==> src/rtl/gen_fifo_defines_pkg.sv <==
// Shared definitions for the generator FIFO read side: FSM state encoding,
// skid buffer depth and statistics counter width.
package gen_fifo_defines_pkg;

  typedef enum logic [1:0] {
    RD_IDLE,
    RD_READ,
    RD_DRAIN,
    RD_DONE
  } rd_state_t;

  localparam int SKID_DEPTH = 2;
  localparam int STATS_W    = 16;

endpackage

==> src/rtl/gen_fifo_skid_buf.sv <==
// Two-entry FIFO-ordered skid buffer. It catches FIFO read data arriving one
// cycle after the pop, so backpressure never drops or duplicates a sample.
// The caller guarantees no write when full and no read when empty.
module gen_fifo_skid_buf
  import gen_fifo_defines_pkg::*;
#(
  parameter int DATA_WIDTH = 8
) (
  input  logic                  clk,
  input  logic                  rst,
  input  logic                  flush,
  input  logic                  wr_en,
  input  logic [DATA_WIDTH-1:0] wr_data,
  input  logic                  rd_en,
  output logic [DATA_WIDTH-1:0] head,
  output logic [1:0]            occ
);

  logic [DATA_WIDTH-1:0] mem [SKID_DEPTH];
  logic                  wr_ptr;
  logic                  rd_ptr;

  // Storage, pointers and occupancy; flush empties the buffer like reset
  always_ff @(posedge clk) begin
    if (rst || flush) begin
      for (int i = 0; i < SKID_DEPTH; i++) begin
        mem[i] <= '0;
      end
      wr_ptr <= 1'b0;
      rd_ptr <= 1'b0;
      occ    <= 2'd0;
    end else begin
      if (wr_en) begin
        mem[wr_ptr] <= wr_data;
        wr_ptr      <= ~wr_ptr;
      end
      if (rd_en) begin
        rd_ptr <= ~rd_ptr;
      end
      case ({wr_en, rd_en})
        2'b10:   occ <= occ + 2'd1;
        2'b01:   occ <= occ - 2'd1;
        default: occ <= occ;
      endcase
    end
  end

  assign head = mem[rd_ptr];

endmodule

==> src/rtl/gen_fifo_reader.sv <==
// Read side of the generator FIFO: drains one burst of burst_len_i samples per
// accepted start_i and presents them on a valid/ready interface.
// Optional feature: define GEN_FIFO_RD_STATS_EN to add underflow_cnt_o, a
// saturating count of cycles spent waiting on an empty FIFO mid-burst.
module gen_fifo_reader
  import gen_fifo_defines_pkg::*;
#(
  parameter int DATA_WIDTH = 8,
  parameter int CNT_W      = 8
) (
  input  logic                  clk,
  input  logic                  rst,
  input  logic                  clrh,
  input  logic                  start_i,
  input  logic [CNT_W-1:0]      burst_len_i,
  input  logic                  fifo_empty_i,
  input  logic [DATA_WIDTH-1:0] fifo_data_i,
  output logic                  fifo_rd_o,
  output logic [DATA_WIDTH-1:0] data_o,
  output logic                  valid_o,
  input  logic                  ready_i,
  output logic                  busy_o,
  output logic                  done_o
`ifdef GEN_FIFO_RD_STATS_EN
  ,
  output logic [STATS_W-1:0]    underflow_cnt_o
`endif
);

  localparam logic [CNT_W-1:0] CNT_ONE = CNT_W'(1);

  rd_state_t        state;
  logic [CNT_W-1:0] rd_left;
  logic [CNT_W-1:0] tx_left;
  logic             inflight;
  logic [1:0]       occ;
  logic             xfer;
  logic [2:0]       committed;
  logic             drain_empty;

  assign valid_o = (occ != 2'd0);
  assign xfer    = valid_o && ready_i;

  // Slots already claimed after this cycle: buffered + in flight, less the
  // entry leaving now. Crediting the departing entry keeps 1 sample/cycle.
  assign committed = {1'b0, occ} + {2'b00, inflight} - {2'b00, xfer};

  assign fifo_rd_o = (state == RD_READ) && !fifo_empty_i &&
                     (rd_left != '0) && (committed < 3'd2);

  // The burst is finished once nothing is in flight and the buffer empties now
  assign drain_empty = !inflight && ((occ == 2'd0) || ((occ == 2'd1) && xfer));

  gen_fifo_skid_buf #(
    .DATA_WIDTH(DATA_WIDTH)
  ) u_skid (
    .clk    (clk),
    .rst    (rst),
    .flush  (clrh),
    .wr_en  (inflight),
    .wr_data(fifo_data_i),
    .rd_en  (xfer),
    .head   (data_o),
    .occ    (occ)
  );

  // Burst FSM with read/transfer counters and registered busy/done flags
  always_ff @(posedge clk) begin
    if (rst || clrh) begin
      state    <= RD_IDLE;
      rd_left  <= '0;
      tx_left  <= '0;
      inflight <= 1'b0;
      busy_o   <= 1'b0;
      done_o   <= 1'b0;
    end else begin
      inflight <= fifo_rd_o;
      if (fifo_rd_o) begin
        rd_left <= rd_left - CNT_ONE;
      end
      if (xfer && (tx_left != '0)) begin
        tx_left <= tx_left - CNT_ONE;
      end
      case (state)
        RD_IDLE: begin
          if (start_i) begin
            rd_left <= burst_len_i;
            tx_left <= burst_len_i;
            if (burst_len_i != '0) begin
              state  <= RD_READ;
              busy_o <= 1'b1;
            end else begin
              state  <= RD_DONE;
              done_o <= 1'b1;
            end
          end
        end
        RD_READ: begin
          if (fifo_rd_o && (rd_left == CNT_ONE)) begin
            state <= RD_DRAIN;
          end
        end
        RD_DRAIN: begin
          if (drain_empty) begin
            state  <= RD_DONE;
            busy_o <= 1'b0;
            done_o <= 1'b1;
          end
        end
        RD_DONE: begin
          state  <= RD_IDLE;
          done_o <= 1'b0;
        end
        default: begin
          state  <= RD_IDLE;
          busy_o <= 1'b0;
          done_o <= 1'b0;
        end
      endcase
    end
  end

`ifdef GEN_FIFO_RD_STATS_EN
  function automatic logic [STATS_W-1:0] sat_inc(input logic [STATS_W-1:0] v);
    return (v == {STATS_W{1'b1}}) ? v : v + STATS_W'(1);
  endfunction

  // Starvation counter; survives start_i so it accumulates across bursts
  always_ff @(posedge clk) begin
    if (rst || clrh) begin
      underflow_cnt_o <= '0;
    end else if ((state == RD_READ) && fifo_empty_i && (rd_left != '0)) begin
      underflow_cnt_o <= sat_inc(underflow_cnt_o);
    end
  end
`endif

endmodule
==> config.mk <==
export PLATFORM = sky130hd
export DESIGN_NAME = gen_fifo_reader
export DESIGN_NICKNAME = d
export VERILOG_FILES = /design/src/rtl/gen_fifo_defines_pkg.sv /design/src/rtl/gen_fifo_skid_buf.sv /design/src/rtl/gen_fifo_reader.sv
export SDC_FILE = /design/constraint.sdc
export NUM_CORES = 1
export LEC_CHECK = 0
export BUFFER_PORTS_ARGS = -buffer_cell sky130_fd_sc_hd__buf_2
export CORE_MARGIN = 5
export CORE_UTILIZATION = 45
export DETAILED_ROUTE_END_ITERATION = 10
export GPL_TIMING_DRIVEN = 0
export PLACE_DENSITY_LB_ADDON = 0.2
export REMOVE_ABC_BUFFERS = 1
export SETUP_SLACK_MARGIN = 0.15
export SLEW_MARGIN = 10
export SYNTH_ARGS = -nofsm -noshare
export SYNTH_HDL_FRONTEND = slang
export SYNTH_SLANG_ARGS = --single-unit
==> constraint.sdc <==
create_clock -name clk -period 3.76 [get_ports clk]
set_input_delay 0.752 -clock clk [delete_from_list [all_inputs] [get_ports clk]]
set_output_delay 0.752 -clock clk [all_outputs]
set_load 0.02 [all_outputs]
Yosys cells after proc, flatten, opt, wreduce, memory -nomap -nowiden. Memory sizes are Yosys's and may differ from the RTL's. A register that Yosys moved wholly into a read port is not among the register bits. Cells that the tools add are included.

Add/sub/neg operators: 5. Magnitude comparators: 1. Eq/ne operators: 12. Mux-type cells: 27. Bitwise gates (word level): 2. Reductions and logical operators: 23.

Operator list (number): $mux 8 (4); $reduce_bool 8->1 (2); $mux 1 (15); $eq 8x1->1 const B (1); $mux 2 (4); $ne 2x2->1 const B (4); $pmux 2 s4 (1); $reduce_and 4->1 (2); $reduce_or 8->1 (1); $sub 8x1->8 const B (1); $logic_and 1x1->1 (7); $eq 2x1->1 const B (3); $eq 2x2->1 const B (3); $reduce_bool 2->1 (3); $logic_not 2->1 (2); $pmux 2 s2 (1); $add 2x1->3 (1); $lt 3x2->1 const B (1); $pmux 1 s3 (1); $reduce_and 3->1 (1); $reduce_bool 3->1 (1); $sub 3x1->3 (1); $add 2x1->2 const B (1); $logic_not 1->1 (2); 5 further kinds (7).

Bits in registers: 17. Bits in writable memories: 16. Bits of input ports: 22. Output and inout bits: 12. Logic and storage cells: 79. Memories: 1.

Memory list: u_skid.mem (depth 2, bits a word 8, read ports 1, clocked after memory_dff 1, write ports 2, RTL line gen_fifo_skid_buf.sv:19) `logic [DATA_WIDTH-1:0] mem [SKID_DEPTH];`.

Longest topological paths before layout. Gate-level depths: netlist of run 1.

Depth in word-level cells: 8. Gate-level depth with buffers: 11. Gate-level depth less buffers: 10.

Cells and area by module. Synthesis of run 1 repeated with hierarchy kept, for this count alone.

Cell total of the unflattened synthesis: 181. Area total of the unflattened synthesis: 1823.0 µm².

By module, submodules not included: gen_fifo_reader (times used 1, cells each 108, area an instance 934.6 µm², sequential area each 260.2 µm²); gen_fifo_skid_buf (times used 1, cells each 73, area an instance 888.4 µm², sequential area each 580.6 µm²).

Worst setup path before layout of run 1. OpenSTA, ideal clock, no wires.

Path kind: input to output. Start: input port ready_i. End: output port fifo_rd_o. Arrival: 2.544 ns. Required time: 3.008 ns. Path slack: 0.464 ns. Stages on the path: 8. Path buffers: 1. Cells stage by stage: nor2b_1 -> xnor2_1 -> nand2_1 -> fa_1 -> xnor2_1 -> nand4b_1 -> clkbuf_1 -> nor2_1.

Cells in the longest elaborated chain, start to end: 4.

RTL lines: from (decl) (RTL line gen_fifo_reader.sv:21) `input logic ready_i,`; $logic_and 1x1->1 (RTL line gen_fifo_reader.sv:42) `assign xfer = valid_o && ready_i;`; $sub 3x1->3 (RTL line gen_fifo_reader.sv:46) `assign committed = {1'b0, occ} + {2'b00, inflight} - {2'b00, xfer};`; $lt 3x2->1 (RTL line gen_fifo_reader.sv:49) `(rd_left != '0) && (committed < 3'd2);`; $logic_and 1x1->1 (RTL line gen_fifo_reader.sv:49); to (decl) (RTL line gen_fifo_reader.sv:18) `output logic fifo_rd_o,`.

No other way between the ends.

Worst setup path in the final report of run 1.
Start: register u_skid.occ[1]. End: output port fifo_rd_o.

Cells in the longest elaborated chain, start to end: 5. Elaborated cells between the ends (all ways): 6. Those cells by class: add/sub (2); order compare (1); reduce/logical (3).

RTL lines: from (decl) (RTL line gen_fifo_skid_buf.sv:16) `output logic [1:0] occ`; from (signal assigned) (RTL line gen_fifo_skid_buf.sv:41) `2'b10: occ <= occ + 2'd1;`; from (signal assigned) (RTL line gen_fifo_skid_buf.sv:42) `2'b01: occ <= occ - 2'd1;`; parallel branches: the longest is 2 deep, another holds $add 2x1->3; $sub 3x1->3 * (RTL line gen_fifo_reader.sv:46); $lt 3x2->1 * (RTL line gen_fifo_reader.sv:49); $logic_and 1x1->1 * (RTL line gen_fifo_reader.sv:49).

Every way passes the cells marked *.

==> impl_metrics.tcl, run 1 <==
set metrics [dict create \
    outcome "complete, no violations" \
    p_sw_share_pct 26.1 \
    p_sw_mw 0.200 \
    critPathTopFamily "adder cells" \
    clockBufferDepth 2 \
    synth-simple-area-share_pct 24.7 \
    synth_compound_area_share_pct 11.2 \
    ys_types 42 \
    drc 0 \
    dpl.hpwl_mm 2.85 \
    synth_seq_cells 34 \
    end_kind "output pin" \
    dieHeight_um 74.6 \
    rsz0062_at_grt "no" \
    nFillCells 381 \
    yosys.area.top_type_share_pct 25.6 \
    finalHoldViolations 0 \
    root_buffer "clkbuf_8" \
    synth_common_cells "dfxtp_1, and2_1, edfxtp_1, o21ai_0" \
    drtAntennaViolNets 0 \
    synthMuxAreaShare_pct 5.86 \
    numCtsBuffers 5 \
    finalSetupViolCount 0 \
    clock_latency_ns 0.28 \
    clock-skew-final_ns 0.00495 \
    grt_max_degree 16 \
    hp-start "done_o" \
    multiInputGateArea_um2 976 \
    yosys.area_share.xor_xnor_pct 2.33 \
    final_core_util_pct 54.1 \
    fin_cells 272 \
    regArea_um2 842 \
    vdd_drop_max_v 0.000189 \
    path_class "flop to output pin" \
    placementRows 23 \
    synth_edf_count 16 \
    ys_async_sr_fraction_pct 0 \
    pwr-share-seq_pct 53.2 \
    postSynthAreaPerCell_um2 9.94 \
    fin_crit_ns 3.30 \
    postCtsHoldBufs 0 \
    fp.dieW_um 74.6 \
    vias_per_cell 5.46 \
    diodes 0 \
    power_frac_comb_pct 13.1 \
    critPathMaxStageDelay_ns 0.43 \
    gp_congestion 0.737 \
    grt_overflow 0 \
    synth_top_family_by_area "simple AND/OR/NAND/NOR gates" \
    drive_above_1_share_pct 25.7 \
    grt_pass1_wl_mm 6.63 \
    grt_pass1_vias 1395 \
    start_util_pct 46.6 \
    cts-htree-levels 2 \
    cts.sinks 34 \
    hp-class "flop to flop" \
    internal_power_mw 0.567 \
    avgRoutedWirePerCell_um 14.3 \
    maxCapViolations 0 \
    synthTopCellsByArea "edfxtp_1, dfxtp_1, ha_1, and2_1, mux2_2" \
    dieArea_um2 5570 \
    leakage_nw 0.883 \
    worstMarginPinSlew_ns 1.14 \
    slew-limit-headroom_pct 23.4 \
    crit_required_ns 3.01 \
    period_share_pct 87.8 \
    syn2layout_area_growth_pct 16.1 \
    setup.worst_path.start "u_skid.occ[1]" \
    p_clk_share_pct 33.7 \
    p_per_area_nw_per_um2 352 \
    grt_use_total_pct 15.7 \
    max_freq_mhz 303 \
    dr_total_vias 1485 \
    arrival_ns 2.55 \
    rr_startpoint "u_skid.occ[1]" \
    dp.cells 263 \
    ys.flop_type "dfxtp_1" \
    synth.most_common_cell "dfxtp_1" \
    path_buf_inv 2 \
    crit_path_start_kind "flop" \
    antenna_found_initial 0 \
    first_pass_iters 4 \
    drt_iter0_markers 103 \
    slew_violations 0 \
    final_nets 253 \
    ys_seq_area_share_pct 44.8 \
    setup_tns_ns 0 \
    cts.clk_slew.worst_paths_ns 0.07 \
    critPathSlowestCell "fa_1" \
    coreArea_um2 4030 \
    crit_chain "inv_1 -> ha_1 -> nor2b_4 -> xnor2_1 -> nand2_1 -> fa_1 -> xnor2_2 -> nand4b_1 -> nor2_1 -> buf_2" \
    synth_adder_area_share_pct 7.06 \
    tritoncts "built" \
    synth_area_leader_cell "edfxtp_1" \
    crit_path_max_fanout 4 \
    netlist_instances 189 \
    port_buffers 33 \
    syn_area_um2 1880 \
    io_pins 34 \
    routed_wl_mm 3.90 \
    synth_warnings 0 \
]
[path summary, 6_finish.rpt]
kind	to	slack [ns]	depth (start not counted)
min	done_o	0.45	2
min reg2reg	done_o	0.45	2
max	fifo_rd_o	0.46	10
max reg2reg	rd_left[6]	0.82	11
[per-stage QoR]
| stage | power (mW) | hold slack (ns) | area [um2] | setup slack, ns |
|---|---|---|---|---|
| detailed placement | 0.515 | 0.448 | 2070 | 0.0269 |
| floorplan | 0.480 | 0.471 | 1840 | 0.411 |
| global placement | 0.515 | 0.447 | 2070 | 0.0485 |
| CTS | 0.778 | 0.459 | 2160 | 0.241 |
| global route | 0.812 | 0.485 | 2180 | 0.235 |
| finish | 0.767 | 0.454 | 2180 | 0.459 |
[logic make-up after synthesis]
kind of cell / count (synthesis)
xor+xnor: 5
flops: 34
mux: 10
compound gates: 34
simple gates: 76
buf+inv: 20
fa+ha+maj: 10
[worst register-to-register path, delay by kind of cell (launching register included)]
kind,cells,cell delay [ns]
flip-flops,1,0.40
AO/OA/AOI/OAI,1,0.17
AND/OR/NAND/NOR,4,0.97
buffers and inverters,2,0.32
adder cells (fa/ha/maj),2,0.66
XOR/XNOR,2,0.36
[cell usage in the layout, fill, tap and decap left out, types with 2 or more instances in the layout]
| cell | instances |
|---|---|
| buf_2 | 33 |
| dfxtp_1 | 17 |
| and2_1 | 16 |
| edfxtp_1 | 16 |
| o21ai_0 | 12 |
| inv_1 | 11 |
| nor2_1 | 11 |
| nand2_1 | 10 |
| ha_1 | 9 |
| mux2_2 | 8 |
| a31oi_1 | 8 |
| or4_1 | 7 |
| o31ai_1 | 7 |
| clkbuf_8 | 5 |
| xnor2_1 | 4 |
| nor3_1 | 4 |
| or3_1 | 4 |
| a21oi_1 | 3 |
| nor4_1 | 3 |
| and3_1 | 2 |
| nand3_1 | 2 |
| nor3b_1 | 2 |
| mux2i_1 | 2 |
[layout make-up]
| type | instances | area share [%] |
|---|---|---|
| multi-input cells | 135 | 44.8 |
| flip-flops and latches | 34 | 38.6 |
| repair buffers | 34 | 7.92 |
| clock buffers | 5 | 3.16 |
| well taps | 50 | 2.87 |
| inverters | 11 | 1.89 |
| clock inverters | 3 | 0.746 |
[routing by layer]
| layer | vias up | share of wire (%) | GRT usage (%) |
|---|---|---|---|
| li1 | 754 | - | - |
| met1 | 680 | 45 | 21.0 |
| met2 | 46 | 48 | 25.2 |
| met3 | 5 | 6.2 | 3.92 |
| met4 | 0 | 1.3 | 4.74 |
| met5 | - | 0 | 0 |
[registers in the layout (all words and copies together) (netlist names), named ones only]
name,cells
u_skid.mem,16
rd_left,8
state,2
u_skid.occ,2
busy_o,1
done_o,1
inflight,1
u_skid.rd_ptr,1
u_skid.wr_ptr,1
[power by group through the flow]
stage | Sequential [mW] | Clock [mW] | Combinational [mW]
3_5_place_dp | 0.417 | 0 | 0.0987
4_1_cts | 0.408 | 0.269 | 0.100
6_report | 0.408 | 0.259 | 0.101
2_1_floorplan | 0.415 | 0 | 0.0649
5_1_grt | 0.410 | 0.290 | 0.112
3_3_place_gp | 0.416 | 0 | 0.0984
[what timing repair did]
action	4_1_cts	5_1_grt
buffers inserted	1	0
pin swaps	1	0
setup endpoints to repair	1	1
gates cloned	0	0
resized for setup	0	4
hold endpoints to repair	0	0
Note: power is estimated with default switching activity, not from simulation.
==> run 2: changes to the inputs <==
--- a/config.mk
+++ b/config.mk
@@ -12,7 +12,7 @@
 export GPL_TIMING_DRIVEN = 0
 export PLACE_DENSITY_LB_ADDON = 0.2
 export REMOVE_ABC_BUFFERS = 1
-export SETUP_SLACK_MARGIN = 0.15
+export SETUP_SLACK_MARGIN = 0.5
 export SLEW_MARGIN = 10
 export SYNTH_ARGS = -nofsm -noshare
 export SYNTH_HDL_FRONTEND = slang
==> impl_metrics.tcl, run 2 (same netlist as run 1, synthesis figures left out) <==
set metrics [dict create \
    slew-limit-headroom_pct 23.3 \
    port_buffers 33 \
    cts.clk_slew.worst_paths_ns 0.07 \
    setup_tns_ns 0 \
    antenna_found_initial 0 \
    met3_length_um 240 \
    dpl.hpwl_mm 2.85 \
    root_buffer "clkbuf_8" \
    outcome "complete, no violations" \
    crit_chain "inv_1 -> ha_4 -> nor2b_4 -> xnor2_2 -> nand2_2 -> fa_2 -> nand4b_1 -> nor2_1 -> buf_4" \
    fin_cells 279 \
    grt_pass1_wl_mm 6.68 \
    met2WireLength_mm 1.91 \
    final_nets 260 \
    p_per_area_nw_per_um2 339 \
    largest-register "u_skid.mem" \
    dr_total_vias 1518 \
    crit_path_max_fanout 4 \
    start_util_pct 46.6 \
    io_pins 34 \
    slew_violations 0 \
    dieHeight_um 74.6 \
    drive_above_1_share_pct 30.6 \
    grt_pass1_vias 1422 \
    place_area_um2 2070 \
    layout_common_cells "buf_2, and2_1, dfxtp_1, edfxtp_1, o21ai_0" \
    max_freq_mhz 319 \
    finalHoldViolations 0 \
    dp.cells 263 \
    path_buf_inv 2 \
    fp.dieW_um 74.6 \
    diodes 0 \
    grt_overflow 0 \
    hp-class "flop to flop" \
    leakage_nw 0.937 \
    maxCapViolations 0 \
    placementRows 23 \
    grt_use_total_pct 15.8 \
    routed_wl_mm 3.98 \
    crit_required_ns 3.01 \
    cts.sinks 34 \
    nFillCells 368 \
    p_total_mw 0.771 \
    crit_path_start_kind "flop" \
    arrival_ns 2.39 \
    avgRoutedWirePerCell_um 14.3 \
    dieArea_um2 5570 \
    finalInstanceArea_um2 2270 \
    multiInputGateArea_um2 1010 \
    clockBufferDepth 2 \
    rsz0062_at_grt "no" \
    clock-skew-final_ns 0.00475 \
    vdd_drop_max_v 0.000190 \
    highest_layer "met4" \
    wl_met1_mm 1.78 \
    final_common_cell "buf_2" \
    numCtsBuffers 5 \
    fin_crit_ns 3.14 \
    clock_latency_ns 0.28 \
    gp_congestion 0.737 \
    drtAntennaViolNets 0 \
    finalSetupViolCount 0 \
    drc 0 \
    critPathTopFamily "adder cells" \
    path_class "flop to output pin" \
    tritoncts "built" \
    cts-htree-levels 2 \
    vias_per_cell 5.44 \
    drt_iter0_markers 131 \
    coreArea_um2 4030 \
    reg_top3 "u_skid.mem: 16 flops, rd_left: 8 flops" \
    first_pass_iters 4 \
    critPathSlowestCell "fa_2" \
    critPathMaxStageDelay_ns 0.60 \
    syn2layout_area_growth_pct 21.0 \
    end_kind "output pin" \
    regArea_um2 846 \
    worstMarginPinSlew_ns 1.14 \
    r2r_setup_slack_ns 0.99 \
    largest_reg_flops 16 \
    grt_max_degree 16 \
    period_share_pct 83.5 \
]
## run 2: through the flow
stage	setup WS (ns)	hold WS, ns	utilization, %
after detailed placement	0.0269	0.448	51.4
after global placement	0.0485	0.447	51.4
after global routing	0.491	0.485	56.4
final	0.620	0.455	56.4
after CTS	0.502	0.459	54.2
after floorplan	0.411	0.471	-
## run 2: worst reg2reg max path: stages, from the launching register on
cell,delay (ns)
dfxtp_4,0.39
inv_1,0.09
ha_4,0.18
nor2b_4,0.13
xnor2_2,0.14
nand2_2,0.10
fa_2,0.60
nand4b_1,0.19
buf_4,0.24
or4_1,0.47
a31oi_1,0.17
## run 2: path summary, 6_finish.rpt
check,cells past startpoint,to,start
min,2,done_o,done_o
max reg2reg,10,rd_left[6],u_skid.occ[1]
max,9,fifo_rd_o,u_skid.occ[1]
min reg2reg,2,done_o,done_o
## run 2: final cells by class
cell class	count	share of cell area (%)
clock inverter	3	0.716
sequential	34	37.2
tap	50	2.75
timing repair buffer	41	10.0
inverter	11	1.82
multi-input combinational	135	44.4
clock buffer	5	3.03
## run 2: report_power, final
group	total (mW)	internal [mW]	switching, mW
Combinational	0.104	0.0437	0.0600
Clock	0.259	0.127	0.132
Sequential	0.408	0.399	0.00924
Total	0.771	0.569	0.201
## run 2: what timing repair did
action / 4_1_cts / 5_1_grt
gates resized for setup: 6 / 8
setup endpoints to repair: 6 / 1
setup buffers: 1 / 7
hold buffers: 0 / 0
pin swaps: 2 / 4
## run 2: layer usage
| metal | track usage, % | vias up |
|---|---|---|
| met5 | 0 | - |
| met3 | 3.92 | 5 |
| li1 | - | 772 |
| met4 | 4.74 | 0 |
| met1 | 20.9 | 693 |
| met2 | 25.7 | 48 |
